File: src/rtl/resync3_if.sv
// Signal bundle for the resync3 synchroniser: async data in, reset load value,
// synchronised level and edge pulses out.
`timescale 1ns/100ps
interface resync3_if #(
  parameter int WIDTH = 1
);
  logic [WIDTH-1:0] i_rst_d;
  logic [WIDTH-1:0] i_d;
  logic [WIDTH-1:0] o_q;
  logic [WIDTH-1:0] o_rise;
  logic [WIDTH-1:0] o_fall;

  modport master (
    output i_rst_d, i_d,
    input  o_q, o_rise, o_fall
  );

  modport slave (
    input  i_rst_d, i_d,
    output o_q, o_rise, o_fall
  );
endinterface

File: src/rtl/resync3.sv
// Multi-stage flip-flop resynchroniser with per-bit registered rise/fall pulses.
// Each bit is an independent chain; every output comes straight from a flop.
`timescale 1ns/100ps
module resync3 #(
  parameter int WIDTH  = 1,
  parameter int STAGES = 3   // legal range 2..8
) (
  input  logic       i_clk,
  input  logic       i_nrst,  // synchronous, active-high despite the name
  resync3_if.slave   bus
);

  (* ASYNC_REG = "TRUE", dont_touch = "true" *)
  logic [WIDTH-1:0] sync_q [STAGES];
  logic [WIDTH-1:0] sync_d [STAGES];
  logic [WIDTH-1:0] rise_q, rise_d;
  logic [WIDTH-1:0] fall_q, fall_d;

  // Pulses are computed one edge early from the last two stages, so they are
  // registered yet still coincide with the o_q transition.
  always_comb begin
    // NOTE: every next-state signal gets a default first, so no path leaves one
    // unassigned and no latch can be inferred.
    for (int k = 0; k < STAGES; k++) sync_d[k] = bus.i_rst_d;
    rise_d = '0;
    fall_d = '0;
    if (!i_nrst) begin
      sync_d[0] = bus.i_d;
      for (int k = 1; k < STAGES; k++) sync_d[k] = sync_q[k-1];
      rise_d =  sync_q[STAGES-2] & ~sync_q[STAGES-1];
      fall_d = ~sync_q[STAGES-2] &  sync_q[STAGES-1];
    end
  end

  // NOTE: sequential state uses non-blocking assignments only; the blocking
  // assignments above belong to combinational next-state logic.
  always_ff @(posedge i_clk) begin
    sync_q <= sync_d;
    rise_q <= rise_d;
    fall_q <= fall_d;
  end

  assign bus.o_q    = sync_q[STAGES-1];
  assign bus.o_rise = rise_q;
  assign bus.o_fall = fall_q;

endmodule

File: src/flat_wrapper.sv
// flat-port wrapper written by rule: the top's interface ports become plain ports
module resync3_flat 
#(
  parameter int WIDTH  = 1,
  parameter int STAGES = 3                      
)
  (i_clk, i_nrst, bus_i_rst_d, bus_i_d, bus_o_q, bus_o_rise, bus_o_fall);
  resync3_if #(.WIDTH(WIDTH)) bus_i ();
  input  logic i_clk;
  input  logic i_nrst;
  input wire logic [$bits(bus_i.i_rst_d)-1:0] bus_i_rst_d;
  input wire logic [$bits(bus_i.i_d)-1:0] bus_i_d;
  output wire logic [$bits(bus_i.o_q)-1:0] bus_o_q;
  output wire logic [$bits(bus_i.o_rise)-1:0] bus_o_rise;
  output wire logic [$bits(bus_i.o_fall)-1:0] bus_o_fall;
  assign bus_i.i_rst_d = bus_i_rst_d;
  assign bus_i.i_d = bus_i_d;
  assign bus_o_q = bus_i.o_q;
  assign bus_o_rise = bus_i.o_rise;
  assign bus_o_fall = bus_i.o_fall;
  resync3 #(.WIDTH(WIDTH), .STAGES(STAGES)) u_core (.i_clk(i_clk), .i_nrst(i_nrst), .bus(bus_i));
endmodule
File: config.mk
export PLATFORM = sky130hd
export DESIGN_NAME = resync3_flat
export DESIGN_NICKNAME = d
export VERILOG_FILES = /design/src/rtl/resync3_if.sv /design/src/rtl/resync3.sv /design/src/flat_wrapper.sv
export SDC_FILE = /design/constraint.sdc
export NUM_CORES = 1
export LEC_CHECK = 0
export CORE_AREA = 2 2 39 41
export CTS_BUF_LIST = sky130_fd_sc_hd__clkbuf_8
export DETAILED_ROUTE_END_ITERATION = 6
export DIE_AREA = 0 0 41 43
export GPL_ROUTABILITY_DRIVEN = 1
export SLEW_MARGIN = 10
export SYNTH_ARGS = -nofsm -noshare
export SYNTH_HDL_FRONTEND = slang
export SYNTH_SLANG_ARGS = --single-unit
File: constraint.sdc
create_clock -name i_clk -period 1 [get_ports i_clk]
set_clock_uncertainty 0.05 [all_clocks]
set_input_delay 0.2 -clock i_clk [delete_from_list [all_inputs] [get_ports i_clk]]
set_output_delay 0.2 -clock i_clk [all_outputs]
set_load 0.02 [all_outputs]
Word level (Yosys, flattened, before mapping). Index checks and enable logic that the tools add are counted.

Logic and storage cells: 10. Input port bits: 4. Register bits after elaboration: 5.

Multiplexer cells: 1. Bitwise operators: 4.

Operator list (number): two-way mux 3 bit (1); bitwise AND 1 bit (2); inverter 1 bit (2).

Depth between registers and ports, before layout. Gate-level depths: netlist of the first run.

Depth after elaboration: 2. Gate-level depth with buffers: 1. Depth with buffers taken out: 1.

Worst setup path after synthesis of the first run. OpenSTA, ideal clock, no wires.

Path kind: reg-to-reg. Start: register u_core.sync_q (netlist bit u_core.bus.o_q). End: register u_core.fall_q (netlist: u_core.bus.o_fall). Setup slack: 0.264 ns. Stages on the path, launching flop included: 2. Path buffers: 0. Arrival: 0.606 ns. Cells stage by stage: dfxtp_1 -> nor3b_1.

Cells in the longest elaborated chain, start to end: 1.

Ends and longest elaborated chain: start, declared (line resync3.sv:14) `logic [WIDTH-1:0] sync_q [STAGES];`; start signal, assigned (line resync3.sv:38) `sync_q <= sync_d;`; bitwise AND 1 bit (line resync3.sv:31) `fall_d = ~sync_q[STAGES-2] & sync_q[STAGES-1];`; end signal, assigned (line resync3.sv:40) `fall_q <= fall_d;`; end, declared (line resync3.sv:17) `logic [WIDTH-1:0] fall_q, fall_d;`.

No other way between the ends. A chain may end at the register's enable or synchronous reset.

Final worst setup path of the first run.
Start: register u_core.sync_q (netlist bit u_core.bus.o_q). End: output bus_o_q.

RTL lines: end, declared (line flat_wrapper.sv:13) `output wire logic [$bits(bus_i.o_q)-1:0] bus_o_q;`.

No word-level cell between the ends.

==> results of run 1 <==
==> kinds of logic (layout without fill, tap and decap cells) <==
| family | Yosys count | in the layout | synth area share (%) |
|---|---|---|---|
| DFF | 5 | 5 | 67.2 |
| buffers and inverters | 0 | 12 | 0 |
| muxes | 3 | 3 | 22.7 |
| and+or+nand+nor | 2 | 2 | 10.1 |
==> routing by layer <==
layer	part of all wire (%)	GRT usage [%]
met1	24	3.23
met2	51	7.81
met3	18	5.24
met4	5.6	10.0
met5	0	0
==> final cells by class <==
type                            count  area, um2
Sequential cell                     5        100
Multi-Input combinational cell      5       48.8
Timing Repair Buffer                8       58.8
Tap cell                           16       20.0
Fill cell                         163       1110
Clock buffer                        3       41.3
Clock inverter                      1       3.75
==> Yosys cell counts, drive strengths merged <==
cell   instances  area [um2]
nor3b          2        15.0
mux2           3        33.8
dfxtp          5         100
==> registers in the layout, indices dropped and copies added, names as in the netlist <==
| signal | count |
|---|---|
| u_core.bus.o_rise | 1 |
| u_core.bus.o_q | 1 |
| u_core.bus.o_fall | 1 |
| u_core.sync_q | 2 |
==> placed cells by master (no fill, tap or decap) <==
cell type | synthesis | final
dfxtp_1 | 5 | 5
nor3b_1 | 2 | 2
clkbuf_8 | 0 | 3
inv_1 | 0 | 1
mux2_2 | 3 | 3
dlygate4sd2_1 | 0 | 1
clkdlybuf4s50_1 | 0 | 2
buf_4 | 0 | 2
buf_2 | 0 | 3
==> through the flow <==
stage | hold slack, ns | setup TNS, ns | utilization [%]
3_3_place_gp | 0.364 | -1.34 | 17.6
2_1_floorplan | 0.226 | 0 | -
5_1_grt | 0.424 | 0 | 19.7
3_5_place_dp | 0.404 | -1.57 | 17.6
4_1_cts | 0.409 | 0 | 19.7
6_report | 0.396 | 0 | 19.7
==> worst min-delay path by stage <==
stage	start	end	slack, ns	depth (start not counted)
3_3_place_gp	u_core.sync_q[1]	u_core.bus.o_fall	0.36	1
2_1_floorplan	i_nrst	u_core.bus.o_fall	0.23	1
5_1_grt	i_nrst	u_core.sync_q[1]	0.42	2
6_report	u_core.sync_q[1]	u_core.bus.o_fall	0.40	1
3_5_place_dp	u_core.sync_q[1]	u_core.bus.o_fall	0.40	1
4_1_cts	u_core.sync_q[1]	u_core.bus.o_fall	0.41	1
==> where the power goes <==
group          internal (mW)  total (mW)  switching, mW
Sequential             0.217       0.224        0.00674
Combinational         0.0345      0.0595         0.0250
Clock                  0.263       0.362         0.0987
==> impl_metrics.tcl, run 1 <==
set metrics [dict create \
    outcome "completed" \
    startpoint "u_core.bus.o_q" \
    routed_via_density 3.29 \
    crit_required_ns 0.75 \
    grt_pass1_wl_um 558 \
    dieArea_mm2 0.00176 \
    p_total_uw 645 \
    coreArea_mm2 0.00138 \
    area_growth_pct 83.2 \
    p_leak_nw 0.120 \
    power.density_mw_per_mm2 2360 \
    port_buffers 6 \
    path_cells "buf_2" \
    r2r_cells 2 \
    synth.ff_latch_count 5 \
    antenna_found_initial 0 \
    antenna_cells 0 \
    fin_cells 38 \
    dpl_cell_area_um2 244 \
    yosysWarnings 0 \
    fin_crit_ns 0.955 \
    first_pass_iters 1 \
    cts_hold_buffers 0 \
    drt.antenna.violating_nets 0 \
    drive_above_1_share_pct 50.0 \
    cts_tree "built" \
    numClockSinks 5 \
    clk_latency_ns 0.22 \
    crit_end "bus_o_q" \
    placed_cells 34 \
    die_y_um 43 \
    critical_path.top_delay_family "flip-flops" \
    r2r_slack_ns 0.25 \
    dp_slack_ns -0.273 \
    worst-path-stages 1 \
    ys_seq_area_share_pct 67.2 \
    rsz0062_at_grt "false" \
    clockRootBuffer "clkbuf_8" \
    fin_area_um2 273 \
    r2r_end "u_core.bus.o_rise" \
    drv_slew 0 \
    grtUsageTotal_pct 6.03 \
    end_kind "primary output" \
    htreeDepth 1 \
    synth.distinct_cells 3 \
    syn_avg_cell_area_um2 14.9 \
    relSlewSlack_pct 88.8 \
    finalWirelength_um 378 \
    crit_slowest_cell "dfxtp_1" \
    worstMarginPinSlew_ns 0.167 \
    finalWeightedCongestion 0.457 \
    hold_path.class "flip-flop to flip-flop" \
    cpPeakStageDelay_ns 0.32 \
    grt_overflow 0 \
    clk_pin_slew_ns 0.03 \
    hold_viol_final 0 \
    fmax_ghz 1.05 \
    crit_buf_inv 1 \
    synth_area_um2 149 \
    nNetsFinal 27 \
    finalSetupViolations 0 \
    cts_buffer_depth 2 \
    wl_per_cell_um 9.95 \
    rows 14 \
    cap_viol_max_count 0 \
    drc 0 \
    max-vdd-ir-drop_mv 0.373 \
    die_x_um 41 \
    fin_ws_ns 0.0449 \
    cts_setup_buffers 0 \
    drtIter0Drc 0 \
    grt_max_degree 5 \
    path_class "flip-flop to primary output" \
    period_share_pct 95.5 \
    cts_resized 13 \
    r2r-start "u_core.bus.o_q" \
    synthCells 10 \
    first_global_vias 147 \
    crit_fanout 2 \
    startpoint_type "flip-flop" \
    start_util_pct 10.8 \
    vias 125 \
    syn_nets 14 \
    top_level_ports 7 \
    cts_made_buffers 3 \
    crit_arrival_ns 0.71 \
]
Note: power is estimated with default switching activity, not from simulation.
==> run 2: changes to the inputs <==
==> constraint.sdc (replaced) <==
create_clock -name i_clk -period 0.81 [get_ports i_clk]
set_clock_uncertainty 0.05 [all_clocks]
set_input_delay 0.162 -clock i_clk [delete_from_list [all_inputs] [get_ports i_clk]]
set_output_delay 0.162 -clock i_clk [all_outputs]
set_load 0.02 [all_outputs]
==> run 2 against run 1 <==
The run now ends with setup timing left. Cell area rose by 7.8%. Clock-buffer cell count did not move. Worst setup slack got worse by 0.10 ns. Critical path type unchanged. Largest cell class unchanged. Combinational power rose by 41%. Die area did not move. Flip-flop and latch count did not move. First-iteration DRC count did not move. Non-clock buffer count did not move. Utilization rose by 1.5 points. Critical path depth did not move.
==> impl_metrics.tcl, run 2 (same netlist as run 1, synthesis figures left out) <==
set metrics [dict create \
    outcome "finished, violations left" \
    violations "setup timing" \
    htreeDepth 1 \
    crit_buf_inv 1 \
    dieArea_mm2 0.00176 \
    min_path_cells 2 \
    r2r_cells 1 \
    hold_viol_final 0 \
    grt_overflow 0 \
    area_growth_pct 97.5 \
    sw_frac_of_total_pct 19.6 \
    finalWirelength_um 323 \
    largest_reg_flops 2 \
    coreArea_mm2 0.00138 \
    r2r_end "u_core.bus.o_q" \
    fin_crit_ns 0.866 \
    drv_slew 0 \
    clockRootBuffer "clkbuf_8" \
    p_leak_nw 0.126 \
    hold_end "u_core.sync_q[1]" \
    most-common-layout-cells "mux2_2, clkbuf_8, buf_6, dfxtp_2" \
    switchingPower_uw 158 \
    clk_pin_slew_ns 0.03 \
    grt_pass1_wl_um 510 \
    met3_usage_pct 4.71 \
    startpoint_type "flip-flop" \
    drc 0 \
    nNetsFinal 27 \
    routed_via_density 3.29 \
    internal_power_uw 648 \
    fin_setup_tns_ns -0.150 \
    numClockSinks 5 \
    antenna_found_initial 0 \
    drtIter0Drc 0 \
    first_global_vias 135 \
    port_buffers 6 \
    critical_path.top_delay_family "flip-flops" \
    drive_above_1_share_pct 63.6 \
    drt.antenna.violating_nets 0 \
    r2r_slack_ns 0.07 \
    finalWeightedCongestion 0.463 \
    grt_max_degree 5 \
    clk_latency_ns 0.22 \
    cts_setup_buffers 0 \
    cap_viol_max_count 0 \
    cts_hold_buffers 0 \
    vias 125 \
    crit_arrival_ns 0.65 \
    p_clk_share_pct 54.8 \
    worstMarginPinSlew_ns 0.157 \
    cpPeakStageDelay_ns 0.31 \
    period_share_pct 107 \
    power.density_mw_per_mm2 2740 \
    finalSetupViolations 3 \
    fin_ws_ns -0.0555 \
    whs_ns 0.298 \
    antenna_cells 0 \
    fmax_ghz 1.16 \
    die_y_um 43 \
    start_util_pct 10.8 \
    cts_buffer_depth 2 \
    cts_tree "built" \
    relSlewSlack_pct 89.5 \
    die_x_um 41 \
    r2r-start "u_core.sync_q[1]" \
    crit_fanout 2 \
    rsz0062_at_grt "true" \
    wl_per_cell_um 8.50 \
    pwr-share-comb_pct 10.4 \
    first_pass_iters 1 \
    cts_made_buffers 3 \
    max-vdd-ir-drop_mv 0.330 \
    worstHoldStart "bus_i_rst_d" \
    rows 14 \
    use_met2_pct 6.56 \
    top_register "u_core.sync_q" \
    crit_slowest_cell "dfxtp_2" \
    post-route-util_pct 21.2 \
    grtUsageTotal_pct 5.62 \
    path_cells "buf_6" \
    power_frac_seq_pct 34.8 \
    hold_path.class "primary input to flip-flop" \
    end_kind "primary output" \
    top_usage_layer "met4" \
    path_class "flip-flop to primary output" \
    grt_use_met1_pct 3.54 \
    crit_required_ns 0.60 \
    top_level_ports 7 \
]
run 2: cell count changes in the layout (fill, tap and decap cells not counted), sizes merged:
cell	previous run	this run
clkdlybuf4s50	2	1
dlygate4sd2	1	2
run 2: power by group through the flow:
stage / logic (mW) / registers (mW) / clock network [mW]
final: 0.0838 / 0.280 / 0.442
after global routing: 0.0910 / 0.282 / 0.475
after CTS: 0.0850 / 0.281 / 0.454
after detailed placement: 0.0863 / 0.280 / 0
after global placement: 0.0829 / 0.277 / 0
after floorplan: 0.0187 / 0.292 / 0
run 2: final cells by class:
class | count | area (um2)
fill | 150 | 1090
sequential | 5 | 104
timing repair buffer | 8 | 76.3
multi-input combinational | 5 | 48.8
clock buffer | 3 | 41.3
tap | 16 | 20.0
clock inverter | 1 | 3.75
run 2: through the flow:
step,worst slack [ns],cell area (um2),instances,power [mW]
detailed placement,-0.428,244,34,0.366
global route,-0.0723,294,38,0.848
CTS,-0.0628,294,38,0.819
global placement,-0.391,244,34,0.360
floorplan,0.0742,149,10,0.311
finish,-0.0555,294,38,0.806
run 2: worst max path at each step:
stage	from	endpoint	slack (ns)	cells past startpoint
floorplan	u_core.bus.o_q	u_core.bus.o_fall	0.07	1
global placement	i_nrst	u_core.bus.o_q	-0.39	2
detailed placement	i_nrst	u_core.bus.o_q	-0.43	2
CTS	u_core.bus.o_q	bus_o_q	-0.06	1
global route	u_core.bus.o_q	bus_o_q	-0.07	1
finish	u_core.bus.o_q	bus_o_q	-0.06	1
run 2: per-layer routing:
layer  vias up  wire, um
met3         4        57
li1         58         -
met1        54       104
met5         -         0
met4         0        21
met2         9       141
run 2: repair_timing:
item                       4_1_cts  5_1_grt
gates cloned                     0        0
hold endpoints to repair         0        0
setup endpoints to repair        8        3
resized for setup               23        0
